`config.mk`:
```
export PLATFORM = sky130hd
export DESIGN_NAME = mac_8bit_seq
export DESIGN_NICKNAME = d
export VERILOG_FILES = /design/src/rtl/mac_8bit_seq.sv
export SDC_FILE = /design/constraint.sdc
export NUM_CORES = 1
export LEC_CHECK = 0
export CAP_MARGIN = 10
export CORE_ASPECT_RATIO = 1.25
export CORE_MARGIN = 4
export CORE_UTILIZATION = 51
export CTS_CLUSTER_SIZE = 40
export DETAILED_ROUTE_END_ITERATION = 10
export PLACE_DENSITY = 0.85
export SLEW_MARGIN = 25
export SYNTH_ARGS = -nofsm -noshare
export SYNTH_HDL_FRONTEND = slang
export SYNTH_SLANG_ARGS = --single-unit
```
`constraint.sdc`:
```
create_clock -name MAC_ACC_CLK -period 1.6 [get_ports MAC_ACC_CLK]
set_input_delay 0.24 -clock MAC_ACC_CLK [delete_from_list [all_inputs] [get_ports MAC_ACC_CLK]]
set_output_delay 0.24 -clock MAC_ACC_CLK [all_outputs]
set_load 0.02 [all_outputs]
```
`src/rtl/mac_8bit_seq.sv`:
```
// Initiator-side sequencer for the 8-bit MAC: streams one dot-product job per command into the
// accumulator and returns the captured result. Optional result counter: define MAC_SEQ_RESCNT_EN.
module mac_8bit_seq #(
    parameter int COEF_DEPTH = 16,
    parameter int ADDR_W     = 4,
    parameter int LEN_W      = 5
) (
    input  logic              MAC_ACC_CLK,
    input  logic              acc_ff_rstn,
    input  logic              coef_we,
    input  logic [ADDR_W-1:0] coef_addr,
    input  logic [7:0]        coef_wdata,
    input  logic              cmd_valid,
    output logic              cmd_ready,
    input  logic [LEN_W-1:0]  cmd_len,
    input  logic [5:0]        cmd_out_sel,
    input  logic              cmd_rnd,
    input  logic              cmd_sat,
    input  logic              cmd_tc,
    input  logic              smp_valid,
    output logic              smp_ready,
    input  logic [7:0]        smp_data,
    output logic [7:0]        MAC_OPER_DATA,
    output logic [7:0]        MAC_COEF_DATA,
    output logic              EFPGA_MATHB_CLK_EN,
    output logic              MAC_ACC_CLEAR,
    output logic              MAC_ACC_RND,
    output logic              MAC_ACC_SAT,
    output logic [5:0]        MAC_OUT_SEL,
    output logic              MAC_TC,
    input  logic [7:0]        MAC_OUT,
    output logic              res_valid,
    input  logic              res_ready,
    output logic [7:0]        res_data,
    output logic              busy
`ifdef MAC_SEQ_RESCNT_EN
   ,output logic [15:0]       res_count
`endif
);

    typedef enum logic [2:0] {IDLE, RUN, FLUSH, CAPT, DONE} state_t;

    state_t           state_q, state_d;
    logic [LEN_W-1:0] idx_q, idx_d;
    logic [LEN_W-1:0] len_q, len_d;
    logic [LEN_W-1:0] len_clip;
    logic [5:0]       out_sel_q, out_sel_d;
    logic             rnd_q, rnd_d;
    logic             sat_q, sat_d;
    logic             tc_q, tc_d;
    logic [7:0]       oper_q, oper_d;
    logic [7:0]       coef_data_q, coef_data_d;
    logic             clk_en_q, clk_en_d;
    logic             clear_q, clear_d;
    logic             acc_rnd_q, acc_rnd_d;
    logic             res_valid_q, res_valid_d;
    logic [7:0]       res_data_q, res_data_d;
    logic [7:0]       coef_q [COEF_DEPTH];
    logic [7:0]       coef_d [COEF_DEPTH];
    logic             first_tap;

    assign len_clip  = (cmd_len > LEN_W'(COEF_DEPTH)) ? LEN_W'(COEF_DEPTH) : cmd_len;
    assign first_tap = (idx_q == '0);

    // Reads see the pre-write contents, so a same-cycle write returns the old value.
    always_comb begin
        coef_d = coef_q;
        if (coef_we) begin
            coef_d[coef_addr] = coef_wdata;
        end
    end

    always_comb begin
        state_d     = state_q;
        idx_d       = idx_q;
        len_d       = len_q;
        out_sel_d   = out_sel_q;
        rnd_d       = rnd_q;
        sat_d       = sat_q;
        tc_d        = tc_q;
        oper_d      = oper_q;
        coef_data_d = coef_data_q;
        clk_en_d    = 1'b0;
        clear_d     = 1'b0;
        acc_rnd_d   = 1'b0;
        res_valid_d = res_valid_q;
        res_data_d  = res_data_q;

        case (state_q)
            IDLE: begin
                if (cmd_valid) begin
                    out_sel_d = cmd_out_sel;
                    rnd_d     = cmd_rnd;
                    sat_d     = cmd_sat;
                    tc_d      = cmd_tc;
                    len_d     = len_clip;
                    idx_d     = '0;
                    if (cmd_len == '0) begin
                        res_data_d  = '0;
                        res_valid_d = 1'b1;
                        state_d     = DONE;
                    end else begin
                        state_d = RUN;
                    end
                end
            end
            RUN: begin
                if (smp_valid) begin
                    oper_d      = smp_data;
                    coef_data_d = coef_q[idx_q[ADDR_W-1:0]];
                    clk_en_d    = 1'b1;
                    // First tap either clears the accumulator or preloads the rounding constant.
                    clear_d     = first_tap && !rnd_q;
                    acc_rnd_d   = first_tap && rnd_q;
                    idx_d       = idx_q + LEN_W'(1);
                    if (idx_q == len_q - LEN_W'(1)) begin
                        state_d = FLUSH;
                    end
                end
            end
            FLUSH: begin
                state_d = CAPT;
            end
            CAPT: begin
                res_data_d  = MAC_OUT;
                res_valid_d = 1'b1;
                state_d     = DONE;
            end
            DONE: begin
                if (res_ready) begin
                    res_valid_d = 1'b0;
                    state_d     = IDLE;
                end
            end
            default: begin
                state_d = IDLE;
            end
        endcase
    end

    always_ff @(posedge MAC_ACC_CLK or negedge acc_ff_rstn) begin
        if (!acc_ff_rstn) begin
            state_q     <= IDLE;
            idx_q       <= '0;
            len_q       <= '0;
            out_sel_q   <= '0;
            rnd_q       <= 1'b0;
            sat_q       <= 1'b0;
            tc_q        <= 1'b0;
            oper_q      <= '0;
            coef_data_q <= '0;
            clk_en_q    <= 1'b0;
            clear_q     <= 1'b0;
            acc_rnd_q   <= 1'b0;
            res_valid_q <= 1'b0;
            res_data_q  <= '0;
            for (int unsigned i = 0; i < COEF_DEPTH; i++) begin
                coef_q[i] <= '0;
            end
        end else begin
            state_q     <= state_d;
            idx_q       <= idx_d;
            len_q       <= len_d;
            out_sel_q   <= out_sel_d;
            rnd_q       <= rnd_d;
            sat_q       <= sat_d;
            tc_q        <= tc_d;
            oper_q      <= oper_d;
            coef_data_q <= coef_data_d;
            clk_en_q    <= clk_en_d;
            clear_q     <= clear_d;
            acc_rnd_q   <= acc_rnd_d;
            res_valid_q <= res_valid_d;
            res_data_q  <= res_data_d;
            coef_q      <= coef_d;
        end
    end

`ifdef MAC_SEQ_RESCNT_EN
    logic [15:0] res_count_q, res_count_d;

    always_comb begin
        res_count_d = res_count_q;
        if (res_valid_q && res_ready) begin
            res_count_d = res_count_q + 16'd1;
        end
    end

    always_ff @(posedge MAC_ACC_CLK or negedge acc_ff_rstn) begin
        if (!acc_ff_rstn) begin
            res_count_q <= '0;
        end else begin
            res_count_q <= res_count_d;
        end
    end

    assign res_count = res_count_q;
`endif

    assign cmd_ready          = (state_q == IDLE);
    assign smp_ready          = (state_q == RUN);
    assign busy               = (state_q != IDLE);
    assign MAC_OPER_DATA      = oper_q;
    assign MAC_COEF_DATA      = coef_data_q;
    assign EFPGA_MATHB_CLK_EN = clk_en_q;
    assign MAC_ACC_CLEAR      = clear_q;
    assign MAC_ACC_RND        = acc_rnd_q;
    assign MAC_ACC_SAT        = sat_q;
    assign MAC_OUT_SEL        = out_sel_q;
    assign MAC_TC             = tc_q;
    assign res_valid          = res_valid_q;
    assign res_data           = res_data_q;

endmodule

```
==> results.py, run 1 <==
metrics = {
    "floorplanning": {
        "die_w_um": 121,
        "initial_utilization_pct": 51.8,
        "coreArea_mm2": 0.0156,
        "die_y_um": 149,
        "io_pins": 87,
        "dieArea_mm2": 0.0179,
        "rows": 51,
    },
    "synthesis": {
        "ys.flop_type": "dfrtp_1",
        "ys_types": 52,
        "yosys_warnings": 0,
        "synth_nets": 637,
        "synth.avg_cell_area_um2": 13.8,
        "netlist_top_cells_area": "dfrtp_1 (55%), mux2_2 (16%), mux4_2 (6.7%), nand2_1 (3.0%), mux2_4 (3.0%)",
        "yosys.area.top_type_share_pct": 55.2,
        "ys_async_sr_fraction_pct": 100,
        "netlist_area_mm2": 0.00807,
        "yosysTopAreaCell": "dfrtp_1",
        "syn_inst": 586,
        "synth-seq-cells": 178,
        "synth_edf_count": 0,
        "yosysSeqAreaShare_pct": 55.2,
    },
    "critical_path": {
        "critPathMaxFanout": 13,
        "critPathLaunchType": "flop",
        "critPathCaptureType": "flop",
        "required_ps": 1900,
        "path_class": "flop to flop",
        "critPathArrivalTime_ps": 2020,
    },
    "timing": {
        "min_period_over_period_pct": 107,
        "hold_violations": 0,
        "final-setup-viol-count": 13,
        "skew_ps": 10.4,
        "timing.setup.tns_ps": -657,
        "max_freq_ghz": 0.581,
        "slew_viol_final": 0,
        "worstMarginPinSlew_ps": 695,
        "min_period_ps": 1720,
        "relSlewSlack_pct": 53.5,
        "rsz0062_at_grt": "yes",
        "setup_slack_ps": -120,
    },
    "clock_tree": {
        "cts_tree": "done",
        "cts_made_buffers": 17,
        "clockBufferDepth": 2,
        "clock_sinks": 178,
        "root_buffer": "clkbuf_16",
        "clk_pin_slew_ps": 70,
        "insertion_delay_ps": 430,
        "htree_levels": 4,
    },
    "finish": {
        "fin_nets": 793,
        "layout_common_cells": "dfrtp_1 (172), mux2_2 (112), buf_4 (68)",
        "instances_no_fill": 967,
        "drive_gt1_share_pct": 42.8,
        "layout_commonest_cell": "dfrtp_1",
        "diodes": 0,
        "syn_to_final_growth_pct": 30.6,
        "fin_util_pct": 67.7,
        "n_fill_cell": 1130,
    },
    "power_and_ir_drop": {
        "power.density_mw_per_mm2": 1680,
        "ir_worst_vdd_mv": 0.963,
        "leakage_nw": 4.73,
    },
    "drt": {
        "drt_wl_total_um": 20100,
        "post_drt_wl_per_cell_um": 20.8,
        "vias_per_cell": 5.71,
        "drtIter0Drc": 369,
        "route.vias.total": 5520,
        "drc": 0,
        "antenna_left": 0,
        "dr.pass1.iters": 5,
    },
    "global_routing": {
        "grt_antenna_before_repair": 0,
        "globalRouteOverflowTotal": 0,
        "grt_max_degree": 51,
        "grt_pass1_vias": 5934,
        "grt_pass1_wl_um": 31800,
        "grt_use_total_pct": 23.0,
    },
    "flow_run": {
        "maxCapViolCount": 0,
    },
    "run_status": {
        "violations": "setup timing",
        "status": "finished with violations",
    },
    "placed_design": {
        "io_buffers": 86,
        "dpl.hpwl_um": 14000,
        "dp_cells": 921,
        "gp_congestion": 0.869,
    },
    "min_path": {
        "hp-class": "primary input to async pin",
    },
}
[layer usage]
| metal | track usage [%] | vias to the layer above | share of wire (%) |
|---|---|---|---|
| met2 | 40.1 | 187 | 53 |
| met4 | 7.37 | 0 | 1.9 |
| met3 | 5.40 | 32 | 5.6 |
| met1 | 28.4 | 2865 | 39 |
| li1 | - | 2436 | - |
| met5 | 0 | - | 0 |
[cell families (layout without fill, tap and decap cells)]
group / after synthesis / after routing / synth area share, %
flip-flops: 178 / 178 / 55.2
adder cells (fa/ha/maj): 3 / 3 / 0.465
XOR/XNOR: 10 / 10 / 1.09
AO/OA/AOI/OAI: 58 / 59 / 4.99
multiplexers: 168 / 168 / 27.3
AND/OR/NAND/NOR: 124 / 124 / 7.81
buffers and inverters: 45 / 213 / 3.16
[worst paths after layout]
check	start	endpoint	slack, ps	cells after the start
min in group MAC_ACC_CLK	smp_data[6]	MAC_OPER_DATA[6]	350	3
worst max register to register	idx_q[0]	MAC_COEF_DATA[6]	-120	5
worst min-delay path	acc_ff_rstn	MAC_ACC_SAT	310	2
max in group asynchronous	acc_ff_rstn	state_q[1]	650	3
worst max-delay path	idx_q[0]	MAC_COEF_DATA[6]	-120	5
worst min register to register	rnd_q	MAC_ACC_CLEAR	440	1
[power by group]
group / switching [mW] / total, mW / leakage (nW) / internal, mW
registers: 0.858 / 6.68 / 2.18 / 5.82
logic: 3.32 / 6.78 / 2.26 / 3.46
clock network: 1.80 / 4.28 / 0.289 / 2.48
total: 5.98 / 17.7 / 4.73 / 11.8
[what timing repair did]
action | CTS | global route
hold buffers | 1 | 0
resized for setup | 66 | 22
setup endpoints to repair | 48 | 25
gates cloned | 0 | 1
hold endpoints to repair | 41 | 0
buffers inserted | 4 | 8
pin swaps | 2 | 9
[Yosys cell counts (4+ instances only)]
library cell  number
a21oi_1           10
a22o_1             8
a22oi_1            8
a31oi_1            8
buf_2             12
buf_4              8
buf_6              4
clkbuf_1          11
dfrtp_1          178
inv_1              7
mux2_2           112
mux2_4            16
mux2i_1           16
mux4_2            24
nand2_1           65
nand2b_1           7
nand3b_1           5
nor2_1            15
nor2_2             9
o21ai_0            6
o22ai_1            8
xor2_1             7
[state kept, by name, summed over array words and instances (netlist names)]
name / flops
state_q: 3
res_valid: 1
MAC_OUT_SEL: 6
MAC_ACC_RND: 1
res_data: 8
MAC_OPER_DATA: 8
coef_q: 128
MAC_ACC_SAT: 1
EFPGA_MATHB_CLK_EN: 1
len_q: 5
rnd_q: 1
MAC_TC: 1
MAC_ACC_CLEAR: 1
idx_q: 5
MAC_COEF_DATA: 8
[area by class of cell]
class,instances,area (um2),area share [%]
clock buffers,18,429,4.07
clock inverters,14,178,1.69
flip-flops and latches,178,4460,42.3
repair buffers,173,1680,16.0
well taps,212,265,2.52
multi-input cells,364,3490,33.1
inverters,8,32.5,0.309
[stage by stage]
stage / hold slack, ps / instance area [um2] / power, mW / setup WS (ps)
3_3_place_gp: 192 / 9740 / 12.9 / -289
4_1_cts: 318 / 10400 / 17.5 / -99.9
2_1_floorplan: -55.6 / 8080 / 10.5 / 8.67
5_1_grt: 337 / 10500 / 18.6 / -176
6_report: 310 / 10500 / 17.7 / -120
3_5_place_dp: 206 / 9740 / 13.3 / -350
[worst max-delay path, cell delays in order (launching register included)]
cell and delay (ps):
dfrtp_2 440, buf_12 180, mux4_2 560, a22oi_2 170, buf_4 150, a31oi_1 80
(Power assumes the default switching activity.)
==> inputs of run 2 (changes only) <==
==> constraint.sdc (replaced) <==
create_clock -name MAC_ACC_CLK -period 1.6 [get_ports MAC_ACC_CLK]
set_input_delay 0.24 -clock MAC_ACC_CLK [delete_from_list [all_inputs] [get_ports MAC_ACC_CLK]]
set_output_delay 0.24 -clock MAC_ACC_CLK [all_outputs]
set_load 0.05 [all_outputs]
==> run 2 against run 1 <==
The flow still finishes with violations (setup timing). Die area stayed put. Final area decreased by 1.2%. Maximum frequency grew 1.8%. Critical path type unchanged. Critical endpoint is now MAC_COEF_DATA[0].
==> results.py, run 2 (synthesis gave the netlist of run 1 again) <==
metrics = {
    "run_status": {
        "status": "finished with violations",
        "violations": "setup timing",
    },
    "timing": {
        "hold_violations": 0,
        "setup_slack_ps": -90.0,
        "relSlewSlack_pct": 61.7,
        "worstMarginPinSlew_ps": 573,
        "min_period_ps": 1690,
        "skew_ps": 5.24,
        "timing.hold.ws_ps": 221,
        "max_freq_ghz": 0.592,
        "min_period_over_period_pct": 106,
        "slew_viol_final": 0,
        "final-setup-viol-count": 12,
        "timing.setup.tns_ps": -480,
        "rsz0062_at_grt": "yes",
    },
    "clock_tree": {
        "clockBufferDepth": 2,
        "clk_pin_slew_ps": 70,
        "insertion_delay_ps": 430,
        "cts_made_buffers": 17,
        "cts_tree": "done",
        "clock_sinks": 178,
        "htree_levels": 4,
        "root_buffer": "clkbuf_16",
    },
    "placed_design": {
        "io_buffers": 86,
        "dpl.hpwl_um": 13100,
        "dp_cells": 910,
        "gp_congestion": 0.853,
    },
    "drt": {
        "vias_per_cell": 5.80,
        "drtIter0Drc": 405,
        "drc": 0,
        "drt_wl_total_um": 20700,
        "antenna_left": 0,
        "route.vias.total": 5586,
        "post_drt_wl_per_cell_um": 21.5,
        "dr.pass1.iters": 5,
    },
    "finish": {
        "drive_gt1_share_pct": 46.7,
        "largest_reg_flops": 128,
        "n_fill_cell": 1051,
        "regArea_mm2": 0.00446,
        "layout_commonest_cell": "dfrtp_1",
        "syn_to_final_growth_pct": 29.0,
        "layout_common_cells": "dfrtp_1 (174), mux2_2 (112), buf_4 (106)",
        "diodes": 0,
        "instances_no_fill": 963,
        "multi_input_area_mm2": 0.00347,
        "largest_register": "coef_q",
        "fin_nets": 789,
    },
    "flow_run": {
        "maxCapViolCount": 0,
    },
    "critical_path": {
        "path_class": "flop to flop",
        "critPathCaptureType": "flop",
        "critPathLaunchType": "flop",
        "critPathMaxFanout": 5,
        "required_ps": 1910,
        "critPathArrivalTime_ps": 2000,
    },
    "global_routing": {
        "grt_pass1_vias": 6116,
        "use_met1_pct": 27.4,
        "grtUsageMet2_pct": 39.1,
        "grt_pass1_wl_um": 31900,
        "globalRouteOverflowTotal": 0,
        "groute.layer.met3.usage_pct": 5.74,
        "grt_max_degree": 66,
        "grt_use_total_pct": 22.8,
        "busiest_layer": "met2",
        "grt_antenna_before_repair": 0,
    },
    "floorplanning": {
        "initial_utilization_pct": 51.8,
        "die_y_um": 149,
        "dieArea_mm2": 0.0179,
        "rows": 51,
        "io_pins": 87,
        "die_w_um": 121,
        "coreArea_mm2": 0.0156,
    },
    "power_and_ir_drop": {
        "power.density_mw_per_mm2": 1830,
        "leakage_nw": 4.66,
        "ir_worst_vdd_mv": 1.11,
        "power_mw": 19.0,
    },
    "min_path": {
        "hp-class": "primary input to async pin",
    },
}
run 2: worst max-delay path, stage by stage, from the launching register on:
cell and delay, ps:
dfrtp_2 430, buf_4 160, clkbuf_16 150, mux4_2 540, a22oi_2 190, a31oi_1 100
run 2: area by class of cell:
cell class                      instances  share of cell area [%]
Timing Repair Buffer                  170                    15.2
Inverter                                8                   0.288
Multi-Input combinational cell        363                    33.3
Clock buffer                           19                    4.35
Sequential cell                       178                    42.8
Clock inverter                         13                    1.45
Tap cell                              212                    2.55
run 2: where the power goes:
group	switching [mW]	total, mW	internal [mW]	leakage, nW
Clock	1.81	4.21	2.40	0.282
Sequential	0.880	6.70	5.82	2.19
Combinational	4.46	8.12	3.66	2.19
Total	7.15	19.0	11.9	4.66
run 2: timing repair:
item                       4_1_cts  5_1_grt
pin swaps                        7       12
gates cloned                     0        2
setup endpoints to repair       12       15
setup buffers                    9        9
resized for setup               17       11
hold endpoints to repair       124        0
hold buffers                     1        0
run 2: path summary, 6_finish.rpt:
path / from / end / slack (ps) / cells after the start
setup / recovery: idx_q[0] / MAC_COEF_DATA[0] / -90 / 5
hold / removal: acc_ff_rstn / MAC_OPER_DATA[2] / 220 / 2
setup reg to reg: idx_q[0] / MAC_COEF_DATA[0] / -90 / 5
hold reg to reg: MAC_TC / MAC_TC / 470 / 2
max in group asynchronous: acc_ff_rstn / coef_q[118] / 680 / 3
min in group MAC_ACC_CLK: cmd_rnd / rnd_q / 340 / 3
run 2: stage by stage:
stage	utilization [%]	cell area [um2]	worst slack [ps]
global route	66.9	10400	-135
global placement	61.0	9500	-263
floorplan	-	8120	-159
finish	66.9	10400	-90.0
detailed placement	61.0	9500	-315
CTS	65.8	10200	-68.6
run 2: per-layer routing:
| layer | part of all wire [%] | vias to the layer above |
|---|---|---|
| met5 | 0 | - |
| met1 | 38 | 2875 |
| met2 | 52 | 236 |
| li1 | - | 2417 |
| met3 | 6.5 | 58 |
| met4 | 3.0 | 0 |
==> inputs of run 3 (changes only) <==
- PLACE_DENSITY: 0.85 -> 0.87
==> run 3 against run 2 <==
The run still ends with setup timing left. Critical path type unchanged. Utilization is 0.78 points higher. First-iteration DRC count is 7.2% higher. Maximum frequency is 0.74% lower.
==> results.py, run 3 (synthesis gave the netlist of run 1 again) <==
metrics = {
    "run_status": {
        "status": "finished with violations",
        "violations": "setup timing",
    },
    "finish": {
        "layout_common_cells": "dfrtp_1 (174), mux2_2 (112), buf_4 (82)",
        "fin_nets": 779,
        "largest_reg_flops": 128,
        "largest_register": "coef_q",
        "layout_commonest_cell": "dfrtp_1",
        "drive_gt1_share_pct": 46.5,
        "diodes": 0,
        "syn_to_final_growth_pct": 30.5,
        "design_area_mm2": 0.0105,
        "n_fill_cell": 939,
    },
    "clock_tree": {
        "cts_tree": "done",
        "cts_made_buffers": 17,
        "clock_sinks": 178,
        "htree_levels": 4,
        "clockBufferDepth": 2,
        "root_buffer": "clkbuf_16",
        "clk_pin_slew_ps": 70,
        "insertion_delay_ps": 430,
    },
    "timing": {
        "worstMarginPinSlew_ps": 601,
        "min_period_over_period_pct": 106,
        "final-setup-viol-count": 13,
        "min_period_ps": 1700,
        "hold_violations": 0,
        "timing.hold.ws_ps": 319,
        "rsz0062_at_grt": "yes",
        "relSlewSlack_pct": 59.8,
        "setup_slack_ps": -103,
        "max_freq_ghz": 0.587,
        "skew_ps": 13.1,
        "slew_viol_final": 0,
    },
    "placed_design": {
        "postPlaceCellArea_mm2": 0.00956,
        "dpl.hpwl_um": 13300,
        "pre_cts_slack_ps": -310,
        "gp_congestion": 0.804,
        "io_buffers": 86,
    },
    "power_and_ir_drop": {
        "leakage_nw": 4.66,
        "power.density_mw_per_mm2": 1830,
        "power_mw": 19.3,
        "ir_worst_vdd_mv": 0.957,
    },
    "drt": {
        "drt_wl_total_um": 21400,
        "drtIter0Drc": 434,
        "antenna_left": 0,
        "dr.pass1.iters": 7,
        "drc": 0,
        "vias_per_cell": 5.77,
        "post_drt_wl_per_cell_um": 22.5,
        "route.vias.total": 5485,
    },
    "floorplanning": {
        "die_w_um": 121,
        "initial_utilization_pct": 51.8,
        "dieArea_mm2": 0.0179,
        "die_y_um": 149,
        "io_pins": 87,
        "coreArea_mm2": 0.0156,
        "rows": 51,
    },
    "critical_path": {
        "required_ps": 1900,
        "critPathLaunchType": "flop",
        "critPathArrivalTime_ps": 2000,
        "critPathCaptureType": "flop",
        "path_class": "flop to flop",
        "critPathMaxFanout": 8,
    },
    "global_routing": {
        "grt_pass1_wl_um": 32300,
        "grt_antenna_before_repair": 0,
        "grt_max_degree": 47,
        "globalRouteOverflowTotal": 0,
        "grt_use_total_pct": 23.4,
        "grt_pass1_vias": 6071,
    },
    "flow_run": {
        "maxCapViolCount": 0,
    },
    "min_path": {
        "hp-class": "primary input to async pin",
    },
}
-- run 3: stage by stage --
stage,utilization [%],instances,TNS [ps]
2_1_floorplan,-,586,-4180
3_3_place_gp,61.4,903,-30350
6_report,67.6,951,-580
3_5_place_dp,61.4,903,-35300
5_1_grt,67.6,951,-1120
4_1_cts,66.5,947,-84.8
-- run 3: cell type report --
| class | instances | area, um2 | area share, % |
|---|---|---|---|
| Tap cell | 212 | 265 | 2.52 |
| Clock buffer | 20 | 437 | 4.15 |
| Inverter | 8 | 32.5 | 0.309 |
| Timing Repair Buffer | 160 | 1650 | 15.7 |
| Clock inverter | 10 | 138 | 1.31 |
| Multi-Input combinational cell | 363 | 3550 | 33.7 |
| Sequential cell | 178 | 4460 | 42.3 |
-- run 3: routing by layer --
layer  vias to the layer above  global-route usage [%]  share of wire (%)
met5                         -                       0                  0
met4                         0                    11.8                4.9
met3                        66                    5.02                4.8
met2                       190                    42.0                 54
met1                      2839                    26.1                 36
li1                       2390                       -                  -
-- run 3: critical path, cell delays in order, from the launching register on --
cell     delay (ps)
dfrtp_2         390
buf_12          140
buf_12          140
mux4_2          530
a22oi_2         240
a31oi_1         130
-- run 3: path summary, 6_finish.rpt --
| path | startpoint | to | slack [ps] | cells after the start |
|---|---|---|---|---|
| max reg2reg | idx_q[0] | MAC_COEF_DATA[1] | -100 | 5 |
| max | idx_q[0] | MAC_COEF_DATA[1] | -100 | 5 |
| max in group asynchronous | acc_ff_rstn | MAC_ACC_CLEAR | 600 | 3 |
| min | acc_ff_rstn | coef_q[37] | 320 | 2 |
| min reg2reg | rnd_q | MAC_ACC_CLEAR | 450 | 1 |
| min in group MAC_ACC_CLK | cmd_sat | MAC_ACC_SAT | 360 | 3 |
-- run 3: report_power, final --
part	switching (mW)	internal, mW
logic	4.66	3.79
registers	0.904	5.82
clock network	1.72	2.44
-- run 3: what timing repair did --
action | 4_1_cts | 5_1_grt
resized for setup | 27 | 23
hold buffers | 1 | 0
cloned | 0 | 1
hold endpoints to repair | 41 | 0
setup endpoints to repair | 13 | 25
pin swaps | 13 | 13
setup buffers | 13 | 3
